===== src/rtl/pal_pkg.sv =====
// Shared PAL sizing constants and loader FSM state encoding.
// Used by pal_cfg_loader (optional checksum via PAL_CFG_CHECKSUM_EN) and the PAL top wrapper.
package pal_pkg;

  localparam int PAL_N = 8;
  localparam int PAL_P = 12;
  localparam int PAL_M = 8;
  // AND plane (true and complement of every input per term) plus OR plane
  localparam int PAL_CFG_BITS = 2 * PAL_N * PAL_P + PAL_P * PAL_M;

  typedef enum logic [2:0] {
    ST_IDLE,
    ST_LOAD,
    ST_SHIFT,
    ST_CHECK,
    ST_APPLY,
    ST_ERROR
  } pal_cfg_state_e;

endpackage


===== src/rtl/pal_cfg_serializer.sv =====
// Byte-to-bit serializer for the PAL configuration chain, LSB first.
// Part of pal_cfg_loader (checksum option PAL_CFG_CHECKSUM_EN lives in the loader).
module pal_cfg_serializer (
  input  logic       clk,
  input  logic       rst_n,
  input  logic       load,
  input  logic [7:0] byte_in,
  input  logic       shift_en,
  output logic       bit_out,
  output logic       last_bit
);

  logic [7:0] sr_q, sr_d;
  logic [2:0] cnt_q, cnt_d;

  always_comb begin
    sr_d  = sr_q;
    cnt_d = cnt_q;
    if (load) begin
      sr_d  = byte_in;
      cnt_d = 3'd0;
    end else if (shift_en) begin
      sr_d  = {1'b0, sr_q[7:1]};
      cnt_d = cnt_q + 3'd1;
    end
  end

  always_ff @(posedge clk) begin
    if (!rst_n) begin
      sr_q  <= 8'h00;
      cnt_q <= 3'd0;
    end else begin
      sr_q  <= sr_d;
      cnt_q <= cnt_d;
    end
  end

  assign bit_out  = sr_q[0];
  assign last_bit = (cnt_q == 3'd7);

endmodule


===== src/rtl/pal_cfg_loader.sv =====
// Byte-wide PAL configuration loader: serialises CFG_BITS bits then pulses CFG_APPLY.
// Define PAL_CFG_CHECKSUM_EN to require a trailing XOR checksum byte before applying.
module pal_cfg_loader
  import pal_pkg::*;
#(
  parameter int CFG_BITS = PAL_CFG_BITS
) (
  input  logic       CLK,
  input  logic       RES_N,
  input  logic [7:0] BYTE_IN,
  input  logic       BYTE_VALID,
  output logic       BYTE_READY,
  output logic       CFG_OUT,
  output logic       CFG_SHIFT,
  output logic       CFG_APPLY,
  output logic       BUSY,
  output logic       ERR
);

  localparam int NUM_BYTES = CFG_BITS / 8;
  localparam int CNT_W     = $clog2(NUM_BYTES + 1);
  localparam logic [CNT_W-1:0] LAST_CNT = CNT_W'(NUM_BYTES);

  pal_cfg_state_e   state_q, state_d;
  logic [CNT_W-1:0] cnt_q, cnt_d;
  logic             out_en_q;
  logic             ready, xfer, load, shifting, apply, busy;
  logic             bit_out, last_bit;
`ifdef PAL_CFG_CHECKSUM_EN
  logic [7:0]       xor_q, xor_d;
  logic             err_q, err_d;
`endif

  pal_cfg_serializer u_ser (
    .clk      (CLK),
    .rst_n    (RES_N),
    .load     (load),
    .byte_in  (BYTE_IN),
    .shift_en (shifting),
    .bit_out  (bit_out),
    .last_bit (last_bit)
  );

  // out_en_q keeps BYTE_READY low for the first cycle after reset
  assign ready = out_en_q && (state_q == ST_IDLE || state_q == ST_LOAD || state_q == ST_CHECK);
  assign xfer  = ready && BYTE_VALID;

  always_comb begin
    state_d  = state_q;
    cnt_d    = cnt_q;
    load     = 1'b0;
    shifting = 1'b0;
    apply    = 1'b0;
    busy     = 1'b1;
`ifdef PAL_CFG_CHECKSUM_EN
    xor_d    = xor_q;
    err_d    = err_q;
`endif
    case (state_q)
      ST_IDLE, ST_LOAD: begin
        busy = (state_q == ST_LOAD);
        if (xfer) begin
          load    = 1'b1;
          cnt_d   = cnt_q + CNT_W'(1);
          state_d = ST_SHIFT;
`ifdef PAL_CFG_CHECKSUM_EN
          xor_d   = xor_q ^ BYTE_IN;
`endif
        end
      end
      ST_SHIFT: begin
        shifting = 1'b1;
        if (last_bit) begin
          if (cnt_q != LAST_CNT) begin
            state_d = ST_LOAD;
          end else begin
`ifdef PAL_CFG_CHECKSUM_EN
            state_d = ST_CHECK;
`else
            state_d = ST_APPLY;
`endif
          end
        end
      end
`ifdef PAL_CFG_CHECKSUM_EN
      ST_CHECK: begin
        if (xfer) begin
          if (BYTE_IN == xor_q) begin
            state_d = ST_APPLY;
          end else begin
            err_d   = 1'b1;
            state_d = ST_ERROR;
          end
        end
      end
`endif
      ST_APPLY: begin
        apply   = 1'b1;
        cnt_d   = '0;
        state_d = ST_IDLE;
`ifdef PAL_CFG_CHECKSUM_EN
        xor_d   = 8'h00;
`endif
      end
      ST_ERROR: begin
        busy = 1'b0;
      end
      default: begin
        state_d = ST_IDLE;
      end
    endcase
  end

  always_ff @(posedge CLK) begin
    if (!RES_N) begin
      state_q  <= ST_IDLE;
      cnt_q    <= '0;
      out_en_q <= 1'b0;
`ifdef PAL_CFG_CHECKSUM_EN
      xor_q    <= 8'h00;
      err_q    <= 1'b0;
`endif
    end else begin
      state_q  <= state_d;
      cnt_q    <= cnt_d;
      out_en_q <= 1'b1;
`ifdef PAL_CFG_CHECKSUM_EN
      xor_q    <= xor_d;
      err_q    <= err_d;
`endif
    end
  end

  assign BYTE_READY = RES_N && ready;
  assign CFG_SHIFT  = RES_N && shifting;
  assign CFG_OUT    = RES_N && shifting && bit_out;
  assign CFG_APPLY  = RES_N && apply;
  assign BUSY       = RES_N && busy;
`ifdef PAL_CFG_CHECKSUM_EN
  assign ERR        = RES_N && err_q;
`else
  assign ERR        = 1'b0;
`endif

endmodule


===== config.mk =====
export PLATFORM = sky130hd
export DESIGN_NAME = pal_cfg_loader
export DESIGN_NICKNAME = d
export VERILOG_FILES = /design/src/rtl/pal_pkg.sv /design/src/rtl/pal_cfg_serializer.sv /design/src/rtl/pal_cfg_loader.sv
export SDC_FILE = /design/constraint.sdc
export NUM_CORES = 1
export LEC_CHECK = 0
export ABC_AREA = 1
export BUFFER_PORTS_ARGS = -buffer_cell sky130_fd_sc_hd__buf_2
export CORE_ASPECT_RATIO = 0.8
export CORE_MARGIN = 2
export CORE_UTILIZATION = 49
export DETAILED_ROUTE_END_ITERATION = 8
export GPL_TIMING_DRIVEN = 0
export PLACE_DENSITY = 0.79
export SLEW_MARGIN = 20
export SYNTH_ARGS = -nofsm -noshare
export SYNTH_HDL_FRONTEND = slang
export SYNTH_SLANG_ARGS = --single-unit

===== constraint.sdc =====
create_clock -name CLK -period 1.1 [get_ports CLK]
set_clock_uncertainty 0.05 [all_clocks]
set_input_delay 0.055 -clock CLK [delete_from_list [all_inputs] [get_ports CLK]]
set_output_delay 0.055 -clock CLK [all_outputs]
set_load 0.05 [all_outputs]

==> impl_metrics.yaml <==
critical_path:
  start_kind: "register"
  crit_type: "reg -> out"
  cp.required_ps: 1000
  arrival_ps: 1370
  cp_max_fo: 5
  cp-end-kind: "output pin"
  path_cells: "inv_4 -> nand3_4 -> buf_8 -> nor3b_4 -> buf_6"
  slowest_stage: "dfxtp_4"
  cp_slowest_stage_delay_ps: 400
layout:
  drive_gt1_frac: 0.519
  syn_to_final_growth_pct: 69.1
  n_antenna_cell: 0
  stdcell_count: 237
  final_util: 0.870
  final_area_um2: 1880
  final_nets: 228
clocking:
  cts-root-buf: "clkbuf_4"
  cts_tree: "yes"
  htreeDepth: 1
  clock_latency_ps: 330
  ctsHoldBuffers: 10
  clk_pin_slew_ps: 120
  numClockSinks: 21
  cts_buffers: 3
  clk_path_buf_depth: 2
die:
  die_h_um: 46.6
  initial_core_util: 0.514
  rows: 15
  io_pins: 17
  die_x_um: 57.2
  core_um2: 2160
  dieArea_um2: 2660
timing:
  tightestPinTransition_ps: 749
  hold_viol: 3
  fin_crit_ps: 1480
  whs_ps: -15.5
  slew_violations: 0
  finalWorstSetupSlack_ps: -378
  period_share: 1.34
  fmax_mhz: 677
  finalSetupViolations: 25
  maxSlewHeadroom: 0.501
  rsz0062_at_grt: "true"
pwr:
  pwr-share-clk: 0.174
  power_density_nw_per_um2: 1250
  p_seq_frac: 0.382
  power_frac_comb: 0.444
  finalPower_mw: 2.35
  switchingPower_mw: 0.916
  p_int_mw: 1.43
  swShare: 0.390
  peakVddDrop_uv: 1320
  power.leakage_nw: 0.760
global_route:
  grt_overflow: 0
  grt_first_pass_wirelength_um: 5180
  grt_max_degree: 13
  antenna_found_initial: 0
  grt_pass1_vias: 1170
  grtUsageTotal: 0.265
place:
  hpwlAfterDp_um: 1690
  place_congestion: 0.863
  dp.cells: 201
  portBuffers: 15
  placed_area_um2: 1290
yosys:
  ys.flop_type: "dfxtp_1"
  synth_edf_count: 0
  ys_top_cells_by_area: "dfxtp_1 38%, nand2_1 14%, a21oi_1 9.0%"
  avgSynthCellArea_um2: 6.89
  netlist_top_cells_count: "40 x nand2_1, 22 x inv_1, 21 x dfxtp_1"
  syn_area_um2: 1110
  syn-instance-count: 161
  ys_ff_latch: 21
  yosysMostFrequentCell: "nand2_1"
  synth_nets: 176
  ys_seq_area_frac: 0.379
  yosys_warnings: 0
  synth_area_leader_cell: "dfxtp_1"
  yosys.area.top_type_share: 0.379
  ys_async_sr_fraction: 0
  synth_cell_types: 28
route:
  wl_per_cell_um: 16.8
  routed_wl_um: 3980
  drc: 0
  first_pass_iters: 4
  vias_per_cell: 5.40
  drtIter0Drc: 68
  ant_nets: 0
  vias: 1280
status:
  outcome: "complete, but fails checks"
  violations: "negative hold slack, negative setup slack"
flow_run:
  cap_violations: 0
min_path:
  hold_class: "in -> reg"
[power by group through the flow]
| stage | clock network [mW] | registers, mW | logic [mW] |
|---|---|---|---|
| after floorplan | 0 | 0.885 | 0.417 |
| after global placement | 0 | 0.892 | 0.506 |
| after detailed placement | 0 | 0.895 | 0.519 |
| after CTS | 0.410 | 0.885 | 0.858 |
| after global routing | 0.451 | 0.900 | 1.10 |
| final | 0.408 | 0.898 | 1.04 |
[area by class of cell]
class,count,area (um^2)
Buffer,5,52.6
Clock buffer,3,22.5
Clock inverter,1,5.00
Fill cell,109,282
Inverter,24,110
Multi-Input combinational cell,111,815
Sequential cell,21,433
Tap cell,25,31.3
Timing Repair Buffer,47,408
[final timing paths]
check / from / to / slack (ps) / depth (start not counted)
setup / recovery: state_q[2] / CFG_OUT / -380 / 5
setup reg to reg: state_q[0] / cnt_q[1] / -310 / 6
hold reg to reg: u_ser.sr_q[3] / u_ser.sr_q[3] / 440 / 2
hold / removal: RES_N / u_ser.cnt_q[0] / -20 / 3
[through the flow]
stage          setup slack [ps]  setup TNS (ps)
2_1_floorplan              -149           -1130
3_3_place_gp               -217           -2990
3_5_place_dp               -229           -3320
4_1_cts                    -342           -4660
5_1_grt                    -433           -6670
6_report                   -378           -5430
[placed cells by master (no fill, tap or decap), types with 2 or more instances in the layout]
cell	synthesis	routed
nand2_1	40	29
inv_1	22	15
a21oi_2	1	15
buf_4	3	15
dfxtp_1	21	15
buf_6	1	11
buf_2	0	11
nor2_4	1	10
dlygate4sd3_1	0	10
nand2_2	1	7
nand3_1	9	7
nor2_1	17	7
a21oi_1	20	6
inv_4	0	5
nand2_4	0	4
dfxtp_2	0	4
inv_2	1	3
nand3_4	1	3
buf_8	0	3
o21ai_0	4	3
clkbuf_4	0	3
nand3_2	2	2
nor2_2	1	2
nand4_1	2	2
ha_1	4	2
ha_4	0	2
dfxtp_4	0	2
[metal layers]
layer | routed length [um] | track usage | part of all wire | up-vias
li1 | - | - | - | 612
met1 | 1580 | 0.307 | 0.40 | 612
met2 | 2100 | 0.478 | 0.53 | 45
met3 | 194 | 0.0618 | 0.049 | 11
met4 | 109 | 0.116 | 0.027 | 0
met5 | 0 | 0 | 0 | -
[flip-flops by register name, indices dropped and copies added, names as in the netlist]
name / count
u_ser.cnt_q: 3
u_ser.sr_q: 8
cnt_q: 6
out_en_q: 1
state_q: 3
[logic make-up after synthesis]
group | after synthesis | synth area share
simple gates | 77 | 0.317
compound gates | 29 | 0.140
fa+ha+maj | 4 | 0.0451
other cells | 1 | 0.00338
buf+inv | 29 | 0.116
flops | 21 | 0.379
[what timing repair did]
action                                  4_1_cts  5_1_grt
endpoints found under the setup margin       25       25
resized for setup                            51       34
pin swaps                                    16       12
setup buffers                                19        3
hold endpoints to repair                     11        3
gates cloned                                  2        0
[worst max-delay path, delay by kind of cell (launching register included)]
family | cells | cell delay, ps
buf+inv | 3 | 380
simple gates | 2 | 250
flops | 1 | 400
Power figures use the tool's default switching activity.
